--- config.mk ---
export PLATFORM = sky130hd
export DESIGN_NAME = add6_seq_ctrl
export DESIGN_NICKNAME = d
export VERILOG_FILES = /design/src/rtl/add6_pkg.sv /design/src/rtl/add6_slice.sv /design/src/rtl/add6_seq_ctrl.sv
export SDC_FILE = /design/constraint.sdc
export NUM_CORES = 1
export LEC_CHECK = 0
export CORE_MARGIN = 3
export CORE_UTILIZATION = 55
export CTS_CLUSTER_SIZE = 28
export DETAILED_ROUTE_END_ITERATION = 8
export HOLD_SLACK_MARGIN = 0.02
export PLACE_DENSITY = 0.93
export SLEW_MARGIN = 0
export SYNTH_ARGS = -nofsm -noshare
export SYNTH_HDL_FRONTEND = slang
export SYNTH_SLANG_ARGS = --single-unit
--- constraint.sdc ---
create_clock -name clk -period 6.2 [get_ports clk]
set_input_delay 1.24 -clock clk [delete_from_list [all_inputs] [get_ports clk]]
set_output_delay 1.24 -clock clk [all_outputs]
set_load 0.01 [all_outputs]
--- src/rtl/add6_pkg.sv ---
// Shared definitions for the multi-precision add/sub sequencer: default geometry,
// operation encodings and controller state encoding.
package add6_pkg;

  localparam int unsigned ADD6_SLICE_W    = 6;
  localparam int unsigned ADD6_NUM_SLICES = 4;

  typedef enum logic [1:0] {
    OP_ADD    = 2'b00,
    OP_SUB    = 2'b01,
    OP_ACC    = 2'b10,
    OP_ACCSUB = 2'b11
  } op_e;

  typedef enum logic [1:0] {
    S_IDLE = 2'b00,
    S_RUN  = 2'b01,
    S_DONE = 2'b10
  } state_e;

  // Subtracting ops add the inverted B with a carry-in of one.
  function automatic logic op_is_sub(input logic [1:0] op);
    return op[0];
  endfunction

  // Accumulating ops take the running accumulator in place of operand A.
  function automatic logic op_uses_acc(input logic [1:0] op);
    return op[1];
  endfunction

endpackage

--- src/rtl/add6_slice.sv ---
// Combinational adder slice shared by all precision steps of the sequencer.
module add6_slice
  import add6_pkg::*;
#(
  parameter int unsigned SLICE_W = ADD6_SLICE_W
) (
  input  logic [SLICE_W-1:0] a,
  input  logic [SLICE_W-1:0] b,
  input  logic               cin,
  output logic [SLICE_W-1:0] s,
  output logic               cout
);

  assign {cout, s} = (SLICE_W+1)'(a) + (SLICE_W+1)'(b) + (SLICE_W+1)'(cin);

endmodule

--- src/rtl/add6_seq_ctrl.sv ---
// Multi-precision add/sub sequencer: runs one SLICE_W-bit slice per cycle through a
// shared adder, LSB first, rippling the carry through a register into a running accumulator.
module add6_seq_ctrl
  import add6_pkg::*;
#(
  parameter  int unsigned SLICE_W    = ADD6_SLICE_W,
  parameter  int unsigned NUM_SLICES = ADD6_NUM_SLICES,
  localparam int unsigned W          = SLICE_W * NUM_SLICES
) (
  input  logic         clk,
  input  logic         rst,
  input  logic         in_valid,
  output logic         in_ready,
  input  logic [1:0]   op,
  input  logic [W-1:0] a,
  input  logic [W-1:0] b,
  output logic         out_valid,
  input  logic         out_ready,
  output logic [W-1:0] sum,
  output logic         carry_out,
  output logic         overflow
);

  localparam int unsigned IDX_W = (NUM_SLICES > 1) ? $clog2(NUM_SLICES) : 1;
  localparam logic [IDX_W-1:0] LAST_IDX = IDX_W'(NUM_SLICES - 1);

  typedef logic [NUM_SLICES-1:0][SLICE_W-1:0] slices_t;

  state_e           state;
  slices_t          a_q;
  slices_t          b_q;
  slices_t          acc;
  logic             carry_q;
  logic [IDX_W-1:0] idx;

  logic [SLICE_W-1:0] slice_a;
  logic [SLICE_W-1:0] slice_b;
  logic [SLICE_W-1:0] slice_s;
  logic               slice_cout;

  // Slice-select muxes feeding the shared adder.
  assign slice_a = a_q[idx];
  assign slice_b = b_q[idx];

  add6_slice #(
    .SLICE_W (SLICE_W)
  ) u_slice (
    .a    (slice_a),
    .b    (slice_b),
    .cin  (carry_q),
    .s    (slice_s),
    .cout (slice_cout)
  );

  assign sum = acc;

  always_ff @(posedge clk) begin
    if (rst) begin
      state     <= S_IDLE;
      in_ready  <= 1'b1;
      out_valid <= 1'b0;
      a_q       <= '0;
      b_q       <= '0;
      acc       <= '0;
      carry_q   <= 1'b0;
      idx       <= '0;
      carry_out <= 1'b0;
      overflow  <= 1'b0;
    end else begin
      case (state)
        S_IDLE: begin
          if (in_valid) begin
            a_q      <= op_uses_acc(op) ? acc : slices_t'(a);
            b_q      <= op_is_sub(op) ? slices_t'(~b) : slices_t'(b);
            carry_q  <= op_is_sub(op);
            idx      <= '0;
            in_ready <= 1'b0;
            state    <= S_RUN;
          end
        end
        S_RUN: begin
          acc[idx] <= slice_s;
          carry_q  <= slice_cout;
          idx      <= idx + IDX_W'(1);
          // Flags come from the MSB slice; A's sign bit is still in the latched copy.
          if (idx == LAST_IDX) begin
            idx       <= '0;
            carry_out <= slice_cout;
            overflow  <= (slice_a[SLICE_W-1] == slice_b[SLICE_W-1]) &&
                         (slice_s[SLICE_W-1] != slice_a[SLICE_W-1]);
            out_valid <= 1'b1;
            state     <= S_DONE;
          end
        end
        S_DONE: begin
          if (out_ready) begin
            out_valid <= 1'b0;
            in_ready  <= 1'b1;
            state     <= S_IDLE;
          end
        end
        default: state <= S_IDLE;
      endcase
    end
  end

endmodule

==> summary.md <==
| Metric | Value |
|---|---|
| Die height | `roughly 90 um` |
| H-tree depth reported by CTS | `3` |
| First-pass GRT wire length | `15.9 mm` |
| Transition at the pin with the smallest max-transition slack | `1010 ps` |
| Routed length per instance | `17.0 um` |
| Worst Hold Path Cells | `2` |
| Count of hold-fix buffers inserted at cts | `0` |
| Gate count after technology mapping | `409` |
| Worst Path Max Fanout | `17` |
| Number of synthesis warnings | `0` |
| Worst max-slew margin expressed relative to the limit | `32.9%` |
| Post-synth top flop | `dfxtp_1` |
| IO buf count | `between 80 and 90` |
| Mean number of vias per cell | `5.79` |
| Max Clock Skew | `11.8 ps` |
| Insertion delay to the later sink of the worst-skew pair | `350 ps` |
| GR Layer Usage met2 | `approximately two fifths` |
| Leading cell types by count after synthesis | `dfxtp_1, nor2_1, a211oi_1` |
| Ratio of total power to cell area | `268 mW/mm2` |
| Max_cap viols | `0` |
| Worst supply voltage drop on vdd | `0.000145 V` |
| HPWL after detailed placement | `6.63 mm` |
| Unrepaired setup endpoints after global routing | `no` |
| Number of global-route vias before repair | `3305` |
| Number of distinct library cell variants in the gate-level netlist after synthesis | `36` |
| Most heavily used metal layer in global routing | `met2` |
| Critical Path Source Type | `flop` |
| Met1 global-route usage | `a little under a third` |
| Hold WC Path Type | `reg -> reg` |
| Number of top-level design ports | `82` |
| Avg Inst Size Synth | `9.47 um2` |
| Post-synth ARST share | `0%` |
| Leak Pwr | `1.81 nW` |
| Remaining global-route overflow | `0` |
| Number of nets in the final layout | `536` |
| Number of setup buffers added after CTS | `0` |
| Proportion of netlist area held by the largest area contributor | `41.8%` |
| DR DRC count | `0` |
| Via count of the routed design | `3294` |
| Area of the mapped netlist | `just under 0.004 mm2` |
| Met3 usage in global routing | `5.18%` |
| Number of enable-type register cells in the synthesized netlist | `0` |
| Post-synth top area cell | `dfxtp_1` |
| Filler Cells Inserted | `415` |
| Wire length reported by the detailed router | `9.69 mm` |
| Share of cells above drive strength 1 | `~7%` |
| Most frequently used cell type in the post-synthesis netlist | `dfxtp_1` |
| Largest net degree at the start of global routing | `79` |
| Count of cells along the worst register-to-register path | `10` |
| Area growth from synthesis to layout | `27.3%` |
| Effective utilization at floorplan | `59.0%` |
| Initial antenna violation count | `0` |
| Share of the core filled with cells | `75.1%` |
| Synth area leaders | `dfxtp_1, a211oi_1, mux4_2, nor2_1, mux2i_1` |
| Arrival time worst endpoint | `3750 ps` |
| Floorplan core area | `0.00657 mm2` |
| Reg clk slew, reported paths | `80 ps` |
| Sequential cell area fraction in the yosys report | `approximately two fifths` |
| Die extent in x | `89.9 um` |
| Outcome | `completed` |
| Element type at the critical path end | `flop` |
| Final number of max-transition violations | `0` |
| Post-CTS sizing | `0` |
| CTS sink count | `81` |
| Synth Net Count | `474` |
| Final worst path period share | `a little under three fifths` |
| Router iterations before antenna repair | `5` |
| CP Data Required Time | `6470 ps` |
| Clock buffer count from CTS | `9` |
| CTS Root Cell | `clkbuf_8` |
| Worst Path Class, Setup | `reg -> reg` |
| Starting DRC count in detailed routing | `314` |
| Buffers from clock root to sink, at most | `2` |
| Number of routed nets with antenna violations | `0` |
| Post-route minimum period | `3480 ps` |
| Final number of setup-violating endpoints | `0` |
| Number of standard-cell rows in the floorplan | `29` |
| Register bit total from synthesis | `81` |
| Final hold viol count | `0` |
| Antenna cell count | `0` |
| Sum Neg Setup Slack | `0 ps` |
| Overall die area | `0.00809 mm2` |
| Routability cong. | `0.781` |
| CTS tree | `yes` |
| Maximum clock rate | `288 MHz` |
| Final Total Pwr | `1.32 mW` |
| Total global routing track utilization | `24.1%` |
| Fin Hold WS | `roughly 480 ps` |
-- critical path, stage by stage (launching register included) --
cell and delay [ps]:
dfxtp_1 990, mux4_2 610, inv_1 90, fa_1 200, inv_1 60, fa_1 400
a21o_1 180, a21oi_1 270, xnor2_1 310, nand2_1 130, a21oi_1 140
-- registers in the layout, summed over array words and instances (netlist names) --
register / cells
carry_q: 1
state: 2
overflow: 1
out_valid: 1
carry_out: 1
sum: 24
in_ready: 1
idx: 2
b_q: 24
a_q: 24
-- per-layer routing --
layer | vias to the layer above | part of all wire (%)
met1 | 1539 | 42
met5 | - | 0
li1 | 1585 | -
met2 | 145 | 48
met4 | 0 | 2.6
met3 | 25 | 6.8
-- where the power goes --
part | switching (mW) | internal [mW] | leakage [nW] | total (mW)
logic | 0.125 | 0.119 | 1.02 | 0.244
registers | 0.0261 | 0.556 | 0.665 | 0.582
clock network | 0.187 | 0.309 | 0.124 | 0.496
-- cells by family (layout without fill, tap and decap cells) --
family,after synthesis,after routing,share of synthesized area (%)
adders and majority gates,11,11,3.94
AOI/OAI and AO/OA,98,98,17.9
buffers and inverters,41,108,4.78
and+or+nand+nor,115,115,12.3
xor gates and xnor gates,27,27,6.10
DFF,81,81,41.8
muxes,36,36,13.2
-- stage by stage --
stage	instances	instance area [um2]	setup WS, ps
3_3_place_gp	553	4670	2790
5_1_grt	569	4930	2460
4_1_cts	569	4930	2750
2_1_floorplan	409	3870	3570
3_5_place_dp	553	4670	2610
6_report	569	4930	2720
-- area by class of cell --
type	instances	area, um2	share of cell area, %
Clock inverter	5	128	2.59
Multi-Input combinational cell	287	2070	42.0
Clock buffer	11	131	2.66
Tap cell	93	116	2.36
Sequential cell	81	1620	32.9
Inverter	7	26.3	0.533
Timing Repair Buffer	85	836	16.9
-- cell usage in the layout, fill, tap and decap left out, drive strengths merged, types with 2 or more instances in the layout --
cell type      synthesis  final
o21a                   3      3
dfxtp                 81     81
ha                     9      9
nor3                   4      4
nand2b                 3      3
nor2b                  4      4
clkdlybuf4s50          0     80
xnor2                 27     27
a22oi                  7      7
nor2                  72     72
a21o                   3      3
clkbuf                 9     11
a211oi                59     59
and2                   4      4
inv                    6      6
bufinv                 0      4
buf                   25      5
nand2                 22     22
o21ai                  6      6
mux2i                 24     24
mux4                  12     12
a21oi                 13     13
nand3                  4      4
fa                     2      2
-- worst paths after layout --
kind                                to  slack (ps)                start
setup / recovery  sum[10]$_SDFFE_PP0P_        2720  idx[0]$_SDFFE_PP0P_
hold reg to reg    sum[1]$_SDFFE_PP0P_         480  sum[1]$_SDFFE_PP0P_
hold / removal     sum[1]$_SDFFE_PP0P_         480  sum[1]$_SDFFE_PP0P_
setup reg to reg  sum[10]$_SDFFE_PP0P_        2720  idx[0]$_SDFFE_PP0P_
No activity file was read; power rests on OpenSTA's default activity.
